`config.mk`:
```
export PLATFORM = sky130hd
export DESIGN_NAME = mult_seq_ctrl
export DESIGN_NICKNAME = d
export VERILOG_FILES = /design/src/rtl/mult_seq_ctrl.sv
export SDC_FILE = /design/constraint.sdc
export NUM_CORES = 1
export LEC_CHECK = 0
export ABC_AREA = 1
export BUFFER_PORTS_ARGS = -buffer_cell sky130_fd_sc_hd__buf_2
export CAP_MARGIN = 20
export CORE_MARGIN = 3
export CORE_UTILIZATION = 45
export DETAILED_ROUTE_END_ITERATION = 8
export GPL_TIMING_DRIVEN = 0
export HOLD_SLACK_MARGIN = 0.12
export PLACE_DENSITY = 0.71
export SYNTH_ARGS = -nofsm -noshare
export SYNTH_HDL_FRONTEND = slang
export SYNTH_SLANG_ARGS = --single-unit
```
`constraint.sdc`:
```
create_clock -name clk -period 3 [get_ports clk]
set_input_delay 0.45 -clock clk [delete_from_list [all_inputs] [get_ports clk]]
set_output_delay 0.45 -clock clk [all_outputs]
set_load 0.05 [all_outputs]
```
`src/rtl/mult_seq_ctrl.sv`:
```
// mult_seq_ctrl: sequencer for the multi-cycle 16x16 multiplier in the EX stage, with pipeline stall and HI/LO capture
// Ports: clk, rst (async, active-high); start/is_signed/op_a/op_b request in;
//   mul_a/mul_b magnitudes to the multiplier; mul_result/mul_valid back from it;
//   stall (combinational), busy (registered WAIT flag), done (capture pulse), hi/lo product,
//   error (timeout pulse). Timeout is compiled in with `define MULT_TIMEOUT_EN.
module mult_seq_ctrl #(
  parameter int SETTLE   = 2,
  parameter int MAX_WAIT = 64,
  parameter int CNT_W    = 7
) (
  input  logic        clk,
  input  logic        rst,
  input  logic        start,
  input  logic        is_signed,
  input  logic [15:0] op_a,
  input  logic [15:0] op_b,
  output logic [15:0] mul_a,
  output logic [15:0] mul_b,
  input  logic [31:0] mul_result,
  input  logic        mul_valid,
  output logic        stall,
  output logic        busy,
  output logic        done,
  output logic [15:0] hi,
  output logic [15:0] lo,
  output logic        error
);
`ifdef MULT_TIMEOUT_EN
  localparam bit TMO_EN = 1'b1;
`else
  localparam bit TMO_EN = 1'b0;
`endif
  typedef enum logic [1:0] {IDLE, WAIT, DONE} state_t;
  state_t state, nxt;
  logic [CNT_W-1:0] cnt;
  logic neg, accept, hit, tmo;
  assign accept = start & (state != WAIT);
  // mul_valid is only trusted once SETTLE cycles have passed, hiding a stale flag from the previous product
  assign hit = (state == WAIT) & mul_valid & (cnt >= CNT_W'(SETTLE));
  assign tmo = TMO_EN & (state == WAIT) & ~mul_valid & (cnt == CNT_W'(MAX_WAIT));
  assign stall = (state == WAIT) | accept;
  always_comb begin
    nxt = accept ? WAIT : (hit | tmo) ? DONE : (state == DONE) ? IDLE : state;
  end
  always_ff @(posedge clk or posedge rst) begin
    if (rst) begin
      state <= IDLE;
      mul_a <= '0;
      mul_b <= '0;
      neg   <= 1'b0;
      cnt   <= '0;
      busy  <= 1'b0;
      done  <= 1'b0;
      error <= 1'b0;
      hi    <= '0;
      lo    <= '0;
    end else begin
      state <= nxt;
      busy  <= nxt == WAIT;
      done  <= hit | tmo;
      error <= tmo;
      if (accept) begin
        mul_a <= (is_signed & op_a[15]) ? 16'(-op_a) : op_a;
        mul_b <= (is_signed & op_b[15]) ? 16'(-op_b) : op_b;
        neg   <= is_signed & (op_a[15] ^ op_b[15]);
        cnt   <= '0;
      end else if (state == WAIT && cnt != '1) begin
        cnt <= cnt + CNT_W'(1);
      end
      if (hit)
        {hi, lo} <= neg ? 32'(-mul_result) : mul_result;
      else if (tmo)
        {hi, lo} <= '0;
    end
  end
endmodule
```
Word level (Yosys, flattened, before mapping)
Index checks and enable logic that the tools add are counted.
{"block": "op_classes", "addsub": 4, "n_lt_le_gt_ge": 1, "eq_ne": 5, "n_mux": 8, "bitwise_logic": 8, "n_reduce_logical": 2}
{"cell": "16-bit 2-to-1 mux", "n": 2}
{"cell": "32-bit 2-to-1 mux", "n": 1}
{"cell": "16-bit negator", "n": 2}
{"cell": "32-bit negator", "n": 1}
{"cell": "7-bit 2-to-1 mux", "n": 2}
{"cell": "7-bit by 1-bit adder with 7-bit output, second input constant", "n": 1}
{"cell": "7-bit by 2-bit >= comparator with 1-bit output, second input constant", "n": 1}
{"cell": "7-bit != test, second input constant", "n": 1}
{"cell": "1-bit AND", "n": 6}
{"cell": "2-bit 2-to-1 mux", "n": 3}
{"cell": "2-bit by 1-bit == test with 1-bit output, second input constant", "n": 2}
{"cell": "2-bit == test, second input constant", "n": 1}
{"cell": "2-bit by 1-bit != test with 1-bit output, second input constant", "n": 1}
{"cell": "2-bit nonzero test", "n": 1}
{"cell": "1-bit logical AND", "n": 1}
{"cell": "1-bit bitwise OR", "n": 1}
{"cell": "1-bit bitwise XOR", "n": 1}
{"block": "word_totals", "reg_bits": 76, "inputBits": 69, "out_inout_bits": 68, "word_cells": 37}

Longest topological paths before layout
{"block": "depth", "ltp_word": 6, "mapped_depth": 10, "ltp_nobuf": 10}

Worst setup path before layout
No wires, ideal clock.
{"block": "synth_timing", "kind": "reg2out", "startpoint": "register state[1]", "endpoint": "output port stall", "t_arrival_ps": 1048, "required_ps": 2550, "setup_slack_ps": 1502, "stages_incl_launch_ff": 4, "n_path_buf": 0, "cell_sequence": "dfrtp_1 > nor2_4 > inv_2 > nand2_1"}
{"block": "synth_between", "elab_chain_len": 3, "word_cells_on_any_way": 4, "classes_between": "eq/ne (2); bitwise (2)"}
{"item": "start, declared", "line": "34", "text": "state_t state, nxt;"}
{"item": "start signal, assigned", "line": "58", "text": "state <= nxt;"}
{"item": "2-bit by 1-bit != test with 1-bit output", "line": "37", "text": "assign accept = start & (state != WAIT);"}
{"item": "1-bit AND", "line": "37"}
{"item": "1-bit bitwise OR (*)", "line": "41", "text": "assign stall = (state == WAIT) | accept;"}
{"item": "end, declared", "line": "21", "text": "output logic stall,"}
Every way passes the cells marked *; elsewhere a longest branch is shown, timed or not.

Worst setup path after layout
Same ends and word-level chain as after synthesis.

==> out/qor.json <==
{
  "synth_area_sq_um": 4781,
  "placed_cell_area_sq_um": 5653,
  "crit_required_ns": 2.55,
  "totalWireLength_mm": 13.17,
  "grt_overflow_total": 0,
  "max-slew-margin-rel_pct": 66.09,
  "design_power_total_w": 0.006662,
  "die_y_um": 109.1,
  "startpoint_type": "flop",
  "max_cap_violations": 0,
  "globalplace.congestion": 0.9120,
  "reg2reg_setup_slack_ns": 1.38,
  "dp_worst_setup_slack_ns": 1.262,
  "fp.dieArea_sq_um": 11900,
  "final_antenna_net_count": 0,
  "outcome": "finished clean",
  "power_per_cell_area_nw_per_um2": 1123,
  "layout.filler_cells": 973,
  "grt_max_degree": 53,
  "dp_hpwl_mm": 10.43,
  "cts_resized": 0,
  "global_route.usage.total_pct": 22.76,
  "floorplan.initialDensity_pct": 47.60,
  "diodes": 0,
  "syn-num-nets": 780,
  "cts.sink_count": 76,
  "worst_clock_skew_ns": 0.005138,
  "finalCritPeriodShare_pct": 62.27,
  "maxSlewViolCount": 0,
  "fin_area_sq_um": 5932,
  "layout_setup_ws_ns": 1.132,
  "yosysSeqAreaShare_pct": 39.78,
  "route.detailed.drc": 0,
  "hold_path.class": "in -> reg",
  "clock-root-buffer": "clkbuf_8",
  "clock_tree.htree_level_count": 3,
  "synth.yosys.warnings": 0,
  "tritoncts": "yes",
  "average_via_count_per_standard_cell": 5.006,
  "global_route_wire_length_before_repair_mm": 21.58,
  "vias": 4966,
  "synth-seq-cells": 76,
  "post_route_cells_drive_above_1_share_pct": 22.24,
  "postSynthAreaPerCell_sq_um": 6.772,
  "drt-wirelength-per-cell_um": 13.27,
  "worstSetupEndpointType": "output pin",
  "drt-initial-drc-count": 259,
  "area_growth_syn_to_layout_pct": 24.08,
  "final_net_count": 928,
  "timing.final.hold_violations": 0,
  "core_area_sq_um": 10040,
  "cts-hold-fix-buffers": 1,
  "clkLatencyLatePin_ns": 0.36,
  "finalWorstPathRequiredPeriod_ns": 1.868,
  "crit_fanout": 4,
  "leakage_nw": 3.283,
  "yosys.cell_types.count": 31,
  "gate_count_after_technology_mapping": 706,
  "peakVddDrop_v": 0.0005859,
  "worstSetupPathType": "reg -> out",
  "antenna_violations_before_repair": 0,
  "worstPathArrival_ns": 1.42,
  "cts_buffers": 9,
  "max_clock_freq_mhz": 535.3,
  "cts.reportedPaths.clkPinSlew_ns": 0.08,
  "floorplan.rows": 36,
  "placement.io_buffers": 135,
  "grt_setup_unrepaired": "false",
  "hold_ws_ns": 0.3716,
  "top_level_ports": 137,
  "detailedRoute.firstPassIterationCount": 5,
  "grt_pass1_vias": 4680,
  "post-cts-setup-buffers": 0,
  "width_of_the_chip_um": 109.1,
  "setup_viol": 0,
  "tightest_pin_transition_ns": 0.5087,
  "cts-root-to-sink-buffers": 2
}
-- flip-flops by register name, summed over array words and instances (netlist names) --
register  cells
mul_b        16
neg           1
state         2
hi           16
done          1
lo           16
mul_a        16
cnt           7
busy          1
-- kinds of logic after synthesis --
| family | share of synthesized area, % |
|---|---|
| flops | 39.78 |
| xor+xnor | 3.664 |
| buf+inv | 8.427 |
| simple gates | 41.11 |
| fa+ha+maj | 1.309 |
| other cells | 0.07844 |
| compound gates | 5.627 |
-- cells in the mapped netlist (all sizes together) --
library cell	number	share of area, %
xnor2	5	0.92
xor2	15	2.7
nand3	89	9.6
nor2	91	8.2
o21a	2	0.31
nand3b	6	0.94
or2	2	0.26
conb	1	0.078
buf	20	3.1
nand2	274	22
dfrtp	76	40
ha	5	1.3
a21oi	5	0.52
nor3	1	0.10
clkbuf	1	0.078
o211ai	2	0.31
nand4	3	0.39
o21ai	42	4.5
inv	66	5.2
-- routing by layer --
metal  share of wire, %  GRT usage [%]  vias to the layer above
li1                   -              -                     2514
met1                 44          28.72                     2255
met5                  0              0                        -
met2                 47          37.41                      166
met3                6.6          4.618                       31
met4                3.1          10.55                        0
-- layout by cell type, fill, tap and decap left out, types with 3 or more instances in the layout --
master,synthesis,layout
a21oi_1,5,5
buf_2,8,143
buf_4,5,5
buf_6,6,6
bufinv_16,0,3
clkbuf_8,0,13
dfrtp_1,76,76
ha_1,5,5
inv_1,60,59
inv_2,5,5
nand2_1,271,271
nand2_2,3,3
nand3_1,88,88
nand3b_1,6,6
nand4_1,3,3
nor2_1,83,83
nor2_2,4,4
nor2_4,3,3
o21ai_0,20,20
o21ai_1,21,21
xnor2_1,5,5
xor2_1,15,15
-- power by group --
part           internal, W  leakage, nW  switching, W  total [W]
sequential         0.00151        0.942      0.000287    0.00180
combinational     0.000965         2.21       0.00286    0.00383
clock             0.000644        0.136      0.000394    0.00104
-- stage by stage --
stage / util, % / std cells / TNS [ns]
finish: 59.06 / 992 / 0
global route: 59.06 / 992 / 0
CTS: 59.06 / 992 / 0
detailed placement: 56.28 / 975 / 0
global placement: 55.98 / 974 / -17.33
floorplan: - / 706 / 0
-- critical path: stages (launching register included) --
cell     delay [ns]
dfrtp_1        0.41
nor2_4         0.23
inv_2          0.10
nand2_1        0.06
buf_2          0.25
-- layout make-up --
| class | instances | area [sq um] | area share (%) |
|---|---|---|---|
| flip-flops and latches | 76 | 1902 | 32.06 |
| plain buffers | 21 | 152.6 | 2.573 |
| multi-input cells | 543 | 2476 | 41.74 |
| repair buffers | 137 | 713.2 | 12.02 |
| inverters | 66 | 252.7 | 4.261 |
| clock buffers | 13 | 178.9 | 3.016 |
| well taps | 133 | 166.4 | 2.805 |
| clock inverters | 3 | 90.09 | 1.519 |
-- path summary, 6_finish.rpt --
path	endpoint	depth (start not counted)	startpoint
max in group asynchronous	mul_b[1]	4	rst
hold reg to reg	mul_b[9]	2	mul_b[9]
setup / recovery	stall	4	state[1]
hold / removal	mul_b[14]	4	op_b[14]
setup reg to reg	hi[10]	9	cnt[0]
min in group asynchronous	state[0]	3	rst
Power figures use the tool's default switching activity.
